===== config.mk =====
export PLATFORM = sky130hd
export DESIGN_NAME = filter_output_arbiter
export DESIGN_NICKNAME = d
export VERILOG_FILES = /design/src/rtl/filter_output_arbiter.sv
export SDC_FILE = /design/constraint.sdc
export NUM_CORES = 1
export LEC_CHECK = 0
export ABC_AREA = 1
export CORE_MARGIN = 1
export CORE_UTILIZATION = 45
export CTS_CLUSTER_DIAMETER = 60
export CTS_CLUSTER_SIZE = 10
export DETAILED_ROUTE_END_ITERATION = 10
export GPL_TIMING_DRIVEN = 0
export PLACE_DENSITY = 0.78
export RECOVER_POWER = 100
export SLEW_MARGIN = 40
export SYNTH_ARGS = -nofsm -noshare
export SYNTH_HDL_FRONTEND = slang
export SYNTH_SLANG_ARGS = --single-unit
export TNS_END_PERCENT = 30

===== constraint.sdc =====
create_clock -name clk -period 4.4 [get_ports clk]
set_clock_uncertainty 0.1 [all_clocks]
set_input_delay 0.88 -clock clk [delete_from_list [all_inputs] [get_ports clk]]
set_output_delay 0.88 -clock clk [all_outputs]
set_load 0.01 [all_outputs]

===== src/rtl/filter_output_arbiter.sv =====
// Round-robin read arbiter over the per-filter pair buffers with credit flow control toward the force pipeline.
// Define FILTER_ARB_STATS_EN to add per-filter grant counters and a credit-stall counter.
module filter_output_arbiter #(
  parameter int unsigned NUM_FILTERS = 7,
  parameter int unsigned NUM_CREDITS = 8,
  localparam int unsigned CW = $clog2(NUM_CREDITS + 1),
  localparam int unsigned PW = (NUM_FILTERS > 1) ? $clog2(NUM_FILTERS) : 1
) (
  input  logic                   clk,
  input  logic                   rst_n,
  input  logic                   i_enable,
  input  logic [NUM_FILTERS-1:0] i_filter_buffer_empty,
  input  logic [NUM_FILTERS-1:0] i_filter_buffer_almost_empty,
  input  logic                   i_credit_return,
  output logic [NUM_FILTERS-1:0] o_filter_buffer_rd_en,
  output logic [NUM_FILTERS-1:0] o_filter_output_arb_result,
  output logic                   o_arb_valid,
  output logic [CW-1:0]          o_credit_cnt,
  output logic                   o_credit_err
`ifdef FILTER_ARB_STATS_EN
  ,
  output logic [31:0]            o_grant_cnt [NUM_FILTERS],
  output logic [31:0]            o_stall_cnt
`endif
);

  logic [PW-1:0]          ptr_q, ptr_d;
  logic [NUM_FILTERS-1:0] last_grant_q;
  logic [NUM_FILTERS-1:0] arb_result_q;
  logic                   arb_valid_q;
  logic [CW-1:0]          credit_cnt_q, credit_cnt_d;
  logic                   credit_err_q, credit_err_d;

  logic [NUM_FILTERS-1:0] eligible;
  logic [NUM_FILTERS-1:0] rd_en;
  logic [PW-1:0]          win_idx;
  logic                   found;
  logic                   grant;

  // A buffer just read while holding one entry still looks non-empty this cycle; skip it.
  always_comb begin
    eligible = ~i_filter_buffer_empty & ~(last_grant_q & i_filter_buffer_almost_empty);
    found    = 1'b0;
    win_idx  = '0;
    for (int unsigned k = 0; k < NUM_FILTERS; k++) begin
      if (!found && eligible[PW'((32'(ptr_q) + k) % NUM_FILTERS)]) begin
        found   = 1'b1;
        win_idx = PW'((32'(ptr_q) + k) % NUM_FILTERS);
      end
    end
    grant = rst_n & i_enable & (credit_cnt_q != '0) & found;
    rd_en = grant ? (NUM_FILTERS'(1) << win_idx) : '0;
  end

  // Pointer advance and credit accounting; a return while full saturates and flags an error.
  always_comb begin
    ptr_d        = ptr_q;
    credit_cnt_d = credit_cnt_q;
    credit_err_d = credit_err_q;
    if (grant) begin
      ptr_d = (win_idx == PW'(NUM_FILTERS - 1)) ? '0 : win_idx + PW'(1);
    end
    if (grant && !i_credit_return) begin
      credit_cnt_d = credit_cnt_q - CW'(1);
    end else if (!grant && i_credit_return) begin
      if (credit_cnt_q == CW'(NUM_CREDITS)) begin
        credit_err_d = 1'b1;
      end else begin
        credit_cnt_d = credit_cnt_q + CW'(1);
      end
    end
  end

  always_ff @(posedge clk or negedge rst_n) begin
    if (!rst_n) begin
      ptr_q        <= '0;
      last_grant_q <= '0;
      arb_result_q <= '0;
      arb_valid_q  <= 1'b0;
      credit_cnt_q <= CW'(NUM_CREDITS);
      credit_err_q <= 1'b0;
    end else begin
      ptr_q        <= ptr_d;
      last_grant_q <= rd_en;
      arb_result_q <= rd_en;
      arb_valid_q  <= |rd_en;
      credit_cnt_q <= credit_cnt_d;
      credit_err_q <= credit_err_d;
    end
  end

  assign o_filter_buffer_rd_en      = rd_en;
  assign o_filter_output_arb_result = arb_result_q;
  assign o_arb_valid                = arb_valid_q;
  assign o_credit_cnt               = credit_cnt_q;
  assign o_credit_err               = credit_err_q;

`ifdef FILTER_ARB_STATS_EN
  logic [31:0] grant_cnt_q [NUM_FILTERS];
  logic [31:0] stall_cnt_q;

  // Stall counts cycles where work exists but downstream has no room.
  always_ff @(posedge clk or negedge rst_n) begin
    if (!rst_n) begin
      for (int unsigned f = 0; f < NUM_FILTERS; f++) grant_cnt_q[f] <= '0;
      stall_cnt_q <= '0;
    end else begin
      for (int unsigned f = 0; f < NUM_FILTERS; f++) begin
        if (rd_en[f]) grant_cnt_q[f] <= grant_cnt_q[f] + 32'd1;
      end
      if (i_enable && (|eligible) && (credit_cnt_q == '0)) stall_cnt_q <= stall_cnt_q + 32'd1;
    end
  end

  assign o_grant_cnt = grant_cnt_q;
  assign o_stall_cnt = stall_cnt_q;
`endif

endmodule


Word level (Yosys, flattened, before mapping). Cells that the tools add are included.

Add/subtract/negate cells: 9. Multipliers: 0. Divide/modulo/power cells: 7. Order comparisons: 7. Equal/unequal tests: 3. Shifts and indexed selects: 1. Muxes and demuxes: 33. Bitwise gates (word level): 8. Reduce and logical (&&, ||, !) cells: 21.

Operators by type and width (count): $mod A32 B3 Y32 const B (6); $mod A3 B3 Y32 const B (1); $lt A3 B4 Y1 const B (7); $mux W3 (8); $bmux W1 S3 (7); $and A7 B7 Y7 (2); $mux W1 (14); $not A7 Y7 (2); $add A3 B3 Y4 const B (3); $mux W4 (3); $add A3 B2 Y4 const B (2); $logic_and A1 B1 Y1 (8); $logic_not A1 Y1 (8); $mux W7 (1); $reduce_or A7 Y1 (1); $shl A1 B3 Y7 const A (1); $add A3 B1 Y4 const B (1); $add A4 B1 Y4 const B (1); $eq A4 B4 Y1 const B (1); $reduce_bool A4 Y1 (1); $sub A4 B1 Y4 const B (1); $add A3 B1 Y3 const B (1); $and A1 B1 Y1 (3); $eq A3 B3 Y1 const B (1); other kinds (5) (5).

Register bits after elaboration: 16. Bits in latches: 0. RAM bits: 0. Memory bits (read-only): 0. Input port bits: 18. Output and inout port bits: 20. Logic and storage cells: 94. Memories kept: 0.

Depth between registers and ports, before layout. Gate-level depths: netlist of the first run.

Depth in word-level cells: 29. Depth in mapped cells: 32. Gate-level depth less buffers: 31.

Worst setup path after synthesis of the first run. Ideal clock, no wire load.

Path type: register to output. From: reg ptr_q[0]. To: out o_filter_buffer_rd_en[3]. Data arrival time: 3.636 ns. Required time: 3.420 ns. Path slack: -0.216 ns. Stages on the path, launching flop included: 28. Path buffers: 2. Cell sequence: dfrtp_1 -> buf_6 -> inv_2 -> ha_1 -> buf_4 -> inv_2 -> ha_1 -> ha_1 -> nor3_1 -> nand3_1 -> o21ai_0 -> nand3_2 -> nand2_4 -> nand2_1 -> nand2_1 -> nand2_1 -> nand3_1 -> nand2_2 -> nor2_4 -> nand2_1 -> nor2_1 -> nor2_2 -> nand3_2 -> inv_1 -> nor2_1 -> ha_1 -> nand2_1 -> inv_1.

Cells in the longest elaborated chain, start to end: 24. Elaborated cells on any way between the ends: 56.

Ends and longest elaborated chain: from (decl) (line 27) `logic [PW-1:0] ptr_q, ptr_d;`; from (signal assigned) (line 83) `ptr_q <= ptr_d;`; branches (longest 23 deep; another with $mod A32 B3 Y32); $mux W7 (*) (line 52) `rd_en = grant ? (NUM_FILTERS'(1) << win_idx) : '0;`; to (decl) (line 15) `output logic [NUM_FILTERS-1:0] o_filter_buffer_rd_en,`.

Mark *: on every way between the ends. The select of a mux whose other input is x is not followed.

Final worst setup path of the first run. Ends and elaborated chain as after synthesis.

==> results of run 1 <==
flip-flops by register name, summed over array words and instances, names as in the netlist:
| signal | count |
|---|---|
| o_credit_cnt | 4 |
| o_arb_valid | 1 |
| ptr_q | 3 |
| o_filter_output_arb_result | 7 |
| o_credit_err | 1 |
layer usage:
metal	up-vias	routed length [µm]	GRT usage
met5	-	0	0
met4	0	306	0.09286
met3	40	532	0.02727
met2	147	4854	0.4983
met1	1552	3775	0.3198
li1	1559	-	-
repair_timing:
item,CTS,global route
buffers inserted,23,15
resized for setup,106,60
endpoints found under the setup margin,11,12
pin swaps,35,42
final cells by class:
| class | count | area [µm²] | share of cell area |
|---|---|---|---|
| Multi-Input combinational cell | 344 | 2571 | 0.6261 |
| Inverter | 65 | 290.3 | 0.07069 |
| Sequential cell | 16 | 405.4 | 0.09872 |
| Tap cell | 75 | 93.84 | 0.02285 |
| Clock buffer | 4 | 55.05 | 0.01341 |
| Buffer | 2 | 35.03 | 0.008531 |
| Timing Repair Buffer | 74 | 655.6 | 0.1597 |
stage by stage:
stage,TNS [ns],setup slack [ns],std cells,util
6_report,-3.738,-0.5404,580,0.6936
5_1_grt,-5.770,-0.6983,580,0.6936
4_1_cts,-2.464,-0.3884,566,0.6329
3_5_place_dp,-7.617,-1.045,539,0.5469
3_3_place_gp,-6.753,-0.9671,539,0.5469
2_1_floorplan,0,0.001156,427,-
Yosys cell counts, types with 3 or more instances:
cell type | number | area share
nand3_2 | 11 | 0.040
nand2_1 | 102 | 0.14
nand2_2 | 23 | 0.052
clkinv_1 | 3 | 0.0041
nand4_1 | 8 | 0.018
a21o_1 | 3 | 0.0082
xor2_1 | 6 | 0.019
dfrtp_1 | 15 | 0.14
nand3b_1 | 3 | 0.0082
a21oi_1 | 12 | 0.022
nand3_1 | 59 | 0.11
ha_1 | 27 | 0.12
inv_1 | 55 | 0.075
o21ai_1 | 6 | 0.011
nor2_2 | 3 | 0.0068
o21ai_0 | 19 | 0.034
o211ai_1 | 5 | 0.014
nand2_4 | 5 | 0.020
inv_2 | 5 | 0.0068
nor2_1 | 30 | 0.041
nor2_4 | 3 | 0.012
nand3_4 | 3 | 0.019
placed cells by master (no fill, tap or decap), drive strengths merged:
cell type,instances
nor3,1
nand4,9
clkbuf,4
nand3,73
ha,27
clkinvlp,1
xor2,6
buf,46
dlygate4sd3,14
o211ai,5
nand2,130
a21o,3
inv,60
nor2,37
clkinv,4
a31o,2
a21oi,13
a211oi,1
xnor2,2
fa,1
nand3b,3
dfrtp,15
o21ai,28
a31oi,2
or2,1
dfstp,1
clkdlybuf4s50,16
kinds of logic (layout without fill, tap and decap cells):
group                    after synthesis  after routing  share of synthesized area
AO/OA/AOI/OAI                         54             54                     0.1206
XOR/XNOR                               8              8                    0.02812
flip-flops                            16             16                     0.1456
AND/OR/NAND/NOR                      254            254                     0.4794
buffers and inverters                 67            145                    0.09660
adder cells (fa/ha/maj)               28             28                     0.1297
worst reg2reg max path: cells and delay by family, from the launching register on:
| kind | cells | cell delay [ns] |
|---|---|---|
| adder cells (fa/ha/maj) | 6 | 1.40 |
| flip-flops | 1 | 0.45 |
| buffers and inverters | 4 | 0.32 |
| AO/OA/AOI/OAI | 4 | 0.60 |
| AND/OR/NAND/NOR | 16 | 1.58 |
| XOR/XNOR | 1 | 0.17 |
worst min-delay path by stage:
stage | endpoint | cells past startpoint | slack [ns]
after floorplan | o_credit_err$_DFFE_PN0P_ | 1 | 0.41
after global placement | o_credit_err$_DFFE_PN0P_ | 1 | 0.36
after detailed placement | o_credit_err$_DFFE_PN0P_ | 1 | 0.37
after CTS | o_credit_err$_DFFE_PN0P_ | 1 | 0.38
after global routing | o_credit_err$_DFFE_PN0P_ | 1 | 0.39
final | o_credit_err$_DFFE_PN0P_ | 1 | 0.37
==> qor.yml, run 1 <==
critical_path.endpoint: "o_filter_buffer_rd_en[3]"
flow.area_growth_from_synthesis_pct: 48.84
clk_root_buffer_cell: "clkbuf_8"
final_net_count: 552
detail_route.iter0.violations: 349
cp-startpoint: "ptr_q[0]$_DFFE_PN0P_"
crit_family: "simple AND/OR/NAND/NOR gates"
r2r_start: "ptr_q[0]$_DFFE_PN0P_"
globalRouteOverflowTotal: 0
die_h_um: 80.30
syn_area_per_cell_um2: 6.461
syn-instance-count: 427
holdCritStartpoint: "o_credit_err$_DFFE_PN0P_"
dr.pass1.iters: 5
dr_total_vias: 3298
cp_num_cells: 28
post-route-period-util: 1.123
drive_above_1_share: 0.3901
arrival_ns: 3.96
hold_path.class: "flip-flop to flip-flop"
worst_setup_path_end_kind: "output pin"
antenna_violating_nets_post_route: 0
routed_wire_length_per_instance_um: 16.32
critical_path.startpoint_type: "flip-flop"
fillCellCount: 431
rows: 28
port_buffers: 37
slew_violations: 0
worstPathBufferInverterCount: 5
minimum_hold_slack_ns: 0.3730
fin_area_um2: 4106
worst-endpoint-required_ns: 3.42
clk_transition_reported_paths_ns: 0.06
fp.dieW_um: 80.30
failed_checks: "setup timing"
worst-slew-pin-transition_ns: 0.7463
critical_path.max_stage_delay_ns: 0.45
num_io_pins: 38
routed_wirelength_mm: 9.468
seq_total_area_yosys: 0.1456
run_status: "finished, violations left"
tritoncts_clock_tree: "built"
finalHoldViolCount: 0
synth_area_um2: 2759
synth-edff-count: 0
setup_violations: 10
r2r.worst_path.cells: 31
pin_count_of_the_biggest_net_entering_global_routing: 18
clock_path_buffers: 2
rsz0062_at_grt: "yes"
global_routing_usage_summed_across_all_routing_layers: 0.2693
post_drt_via_cell_ratio: 5.686
timing.max_cap.violations: 0
wire_length_of_the_first_global_routing_pass_mm: 13.54
final_period_minus_worst_setup_slack_ns: 4.940
first_global_vias: 2928
cp_max_fo: 8
ctsHoldBuffers: 0
critical_path_class: "flip-flop to output pin"
mappedNetlistNets: 473
critical_path.slowest_cell: "dfrtp_2"
cts.sink_count: 16
number_of_synthesized_register_bits: 16
reg2reg_slack_ns: -0.27
diodes: 0
dominantRegCellSynth: "dfrtp_1"
reg2reg_to: "o_credit_cnt[3]$_DFFE_PN1P_"
dp.final_hpwl_mm: 5.991
effective_utilization_at_floorplan: 0.4660
library_cells_used_by_synthesis: 40
core_um2: 5921
achievable-frequency_mhz: 202.4
postSynth.asyncResetShare: 1.000
h-tree-depth: 1
clock_latency_reported_for_the_late_side_of_the_worst_skew_pair_ns: 0.25
slew_headroom: 0.5008
total_clock_buffers_created_by_cts: 3
post-route-drc-count: 0
place.gp.congestion: 0.9186
final.setup.worst_slack_ns: -0.5404
worst_path_most_repeated_cell: "ha_4"
yosysWarningCount: 0
die-area_um2: 6448
antenna_found_initial: 0
post_dp_cell_area_um2: 3238
Power of run 1 is left out: the tool's default activity adds up to more than one toggle a clock period on the data nets, which glitch-free logic cannot reach.
==> run 2, diff against run 1 <==
--- a/config.mk
+++ b/config.mk
@@ -6,6 +6,7 @@
 export NUM_CORES = 1
 export LEC_CHECK = 0
 export ABC_AREA = 1
+export ABC_CLOCK_PERIOD_IN_PS = 4400
 export CORE_MARGIN = 1
 export CORE_UTILIZATION = 45
 export CTS_CLUSTER_DIAMETER = 60
==> results of run 2 <==
Same layout as run 1: the final DEF is identical, and so are final timing and power.
Power of run 2 is left out for the same reason.
==> run 3, diff against run 2 <==
--- a/config.mk
+++ b/config.mk
@@ -6,14 +6,14 @@
 export NUM_CORES = 1
 export LEC_CHECK = 0
 export ABC_AREA = 1
-export ABC_CLOCK_PERIOD_IN_PS = 4400
+export ABC_CLOCK_PERIOD_IN_PS = 6000
 export CORE_MARGIN = 1
 export CORE_UTILIZATION = 45
 export CTS_CLUSTER_DIAMETER = 60
-export CTS_CLUSTER_SIZE = 10
+export CTS_CLUSTER_SIZE = 30
 export DETAILED_ROUTE_END_ITERATION = 10
 export GPL_TIMING_DRIVEN = 0
-export PLACE_DENSITY = 0.78
+export PLACE_DENSITY = 0.76
 export RECOVER_POWER = 100
 export SLEW_MARGIN = 40
 export SYNTH_ARGS = -nofsm -noshare
==> constraint.sdc (replaced) <==
create_clock -name clk -period 6 [get_ports clk]
set_clock_uncertainty 0.1 [all_clocks]
set_input_delay 1.2 -clock clk [delete_from_list [all_inputs] [get_ports clk]]
set_output_delay 1.2 -clock clk [all_outputs]
set_load 0.01 [all_outputs]
==> run 3 against run 2 <==
Compared with the run above: the flow now finishes without violations; critical path type is now input port to output pin; critical path depth fell by 11; wire length decreased by 21%; sequential share of layout area rose by 2.0 points; non-clock buffer count down 30; register-to-register slack improved by 1.4 ns; core utilization decreased by 12 points; die area is the same; cell count shrank 5.2%.
==> qor.yml, run 3 (synthesis gave the netlist of run 1 again) <==
die-area_um2: 6448  # unchanged
largest_register_ff_count: 7  # unchanged
post-route-period-util: 0.9870
place.gp.congestion: 0.9758  # +6.2%
final.setup.tns_ns: 0  # +3.738 ns
gr-max-usage-layer: "met2"
post-route-drc-count: 0  # unchanged
slew_headroom: 0.4177  # -0.08314
setup_violations: 0  # -10
worst-slew-pin-transition_ns: 0.8735  # +0.1272 ns
dr_total_vias: 2877  # -13%
antenna_found_initial: 0  # unchanged
ctsHoldBuffers: 0  # unchanged
final_net_count: 522  # -5.4%
multiInputGateArea_um2: 2130  # -17%
leading_cell_type_in_the_layout_fill_and_taps_excluded: "nand2_1"
rows: 28  # unchanged
achievable-frequency_mhz: 168.9
num_io_pins: 38  # unchanged
dr.pass1.iters: 5  # unchanged
globalRouteOverflowTotal: 0  # unchanged
clk_root_buffer_cell: "clkbuf_8"
worst-endpoint-required_ns: 4.70  # +1.28 ns
arrival_ns: 4.62  # +0.66 ns
h-tree-depth: 1  # unchanged
cp_max_fo: 6  # -2
layout.area.seq_um2: 404.1  # -0.31%
tritoncts_clock_tree: "built"
rsz0062_at_grt: "yes"
routed_wirelength_mm: 7.461  # -21%
layout.cells.most_common_list: "nand2_1, nand3_1, inv_1, nor2_1, ha_1"
antenna_violating_nets_post_route: 0  # unchanged
global_routing_usage_summed_across_all_routing_layers: 0.2332  # -0.03612
globalRouteMet2Util: 0.4060  # -0.09231
diodes: 0  # unchanged
drive_above_1_share: 0.1811  # -0.2090
worst_setup_path_end_kind: "output pin"
clock_latency_reported_for_the_late_side_of_the_worst_skew_pair_ns: 0.25  # about the same
total_clock_buffers_created_by_cts: 3  # unchanged
critical_path.startpoint_type: "input port"
clk_transition_reported_paths_ns: 0.07  # about the same
run_status: "complete, no violations"
first_global_vias: 2639  # -9.9%
routed_wire_length_per_instance_um: 13.57  # -17%
flow.area_growth_from_synthesis_pct: 22.90
clock_path_buffers: 2  # unchanged
port_buffers: 37  # unchanged
effective_utilization_at_floorplan: 0.4660  # unchanged
critical_path_class: "input port to output pin"
fillCellCount: 562  # +30%
slew_violations: 0  # unchanged
pin_count_of_the_biggest_net_entering_global_routing: 18  # unchanged
final_period_minus_worst_setup_slack_ns: 5.922
routing_usage_on_met1: 0.3097  # -0.01010
post_drt_via_cell_ratio: 5.231  # -8.0%
cts.sink_count: 16  # unchanged
timing.max_cap.violations: 0  # unchanged
wire_length_of_the_first_global_routing_pass_mm: 11.96  # -12%
fp.dieW_um: 80.30  # unchanged
detail_route.iter0.violations: 193  # -45%
finalHoldViolCount: 0  # unchanged
core_um2: 5921  # unchanged
dp.final_hpwl_mm: 5.948  # -0.72%
grtUsageMet3: 0.02045  # -0.006818
die_h_um: 80.30  # unchanged
hold_path.class: "flip-flop to flip-flop"
-- run 3: cell type report --
type	count	share of cell area
Buffer	2	0.006642
Clock buffer	4	0.01624
Inverter	65	0.07565
Multi-Input combinational cell	344	0.6280
Sequential cell	16	0.1192
Tap cell	75	0.02768
Timing Repair Buffer	44	0.1266
-- run 3: stage by stage --
stage / util / instance area [µm²] / instances / hold WS (ns) / setup WS, ns
6_report: 0.5727 / 3391 / 550 / 0.3670 / 0.07817
4_1_cts: 0.5604 / 3318 / 546 / 0.3811 / 0.001990
5_1_grt: 0.5727 / 3391 / 550 / 0.4027 / -0.2275
3_5_place_dp: 0.5444 / 3223 / 539 / 0.3662 / -0.1395
3_3_place_gp: 0.5444 / 3223 / 539 / 0.3633 / -0.05520
2_1_floorplan: - / 2759 / 427 / 0.4117 / 1.064
-- run 3: worst paths after layout --
kind | from | end | slack [ns] | cells past startpoint
worst max-delay path | i_filter_buffer_empty[6] | o_filter_buffer_rd_en[1] | 0.08 | 17
worst min-delay path | o_credit_err$_DFFE_PN0P_ | o_credit_err$_DFFE_PN0P_ | 0.37 | 1
worst max register to register | ptr_q[1]$_DFFE_PN0P_ | o_credit_cnt[3]$_DFFE_PN1P_ | 1.10 | 31
worst min register to register | o_credit_err$_DFFE_PN0P_ | o_credit_err$_DFFE_PN0P_ | 0.37 | 1
max in group asynchronous | rst_n | ptr_q[0]$_DFFE_PN0P_ | 4.27 | 1
min in group asynchronous | rst_n | o_filter_output_arb_result[6]$_DFF_PN0_ | 0.94 | 1
-- run 3: timing repair --
item                       in CTS  in global routing
buffers inserted                3                  4
setup endpoints to repair       7                  7
resized for setup               8                 10
pin swaps                       1                  3
-- run 3: worst max-delay path: stages --
cell	delay [ns]
clkdlybuf4s50_1	0.40
a21oi_1	0.56
inv_1	0.26
o21ai_1	0.19
nand2_1	0.06
nor2_1	0.24
a21oi_4	0.10
nand3_4	0.14
nor2_8	0.05
nand3_1	0.10
inv_1	0.05
nor2_1	0.10
nand3_1	0.15
nor2_4	0.17
nand3_1	0.16
nor2_2	0.15
clkdlybuf4s50_1	0.55
-- run 3: metal layers --
layer / part of all wire / vias to the layer above
li1: - / 1498
met1: 0.46 / 1286
met2: 0.48 / 83
met3: 0.040 / 10
met4: 0.019 / 0
met5: 0 / -
Power of run 3 is left out for the same reason.
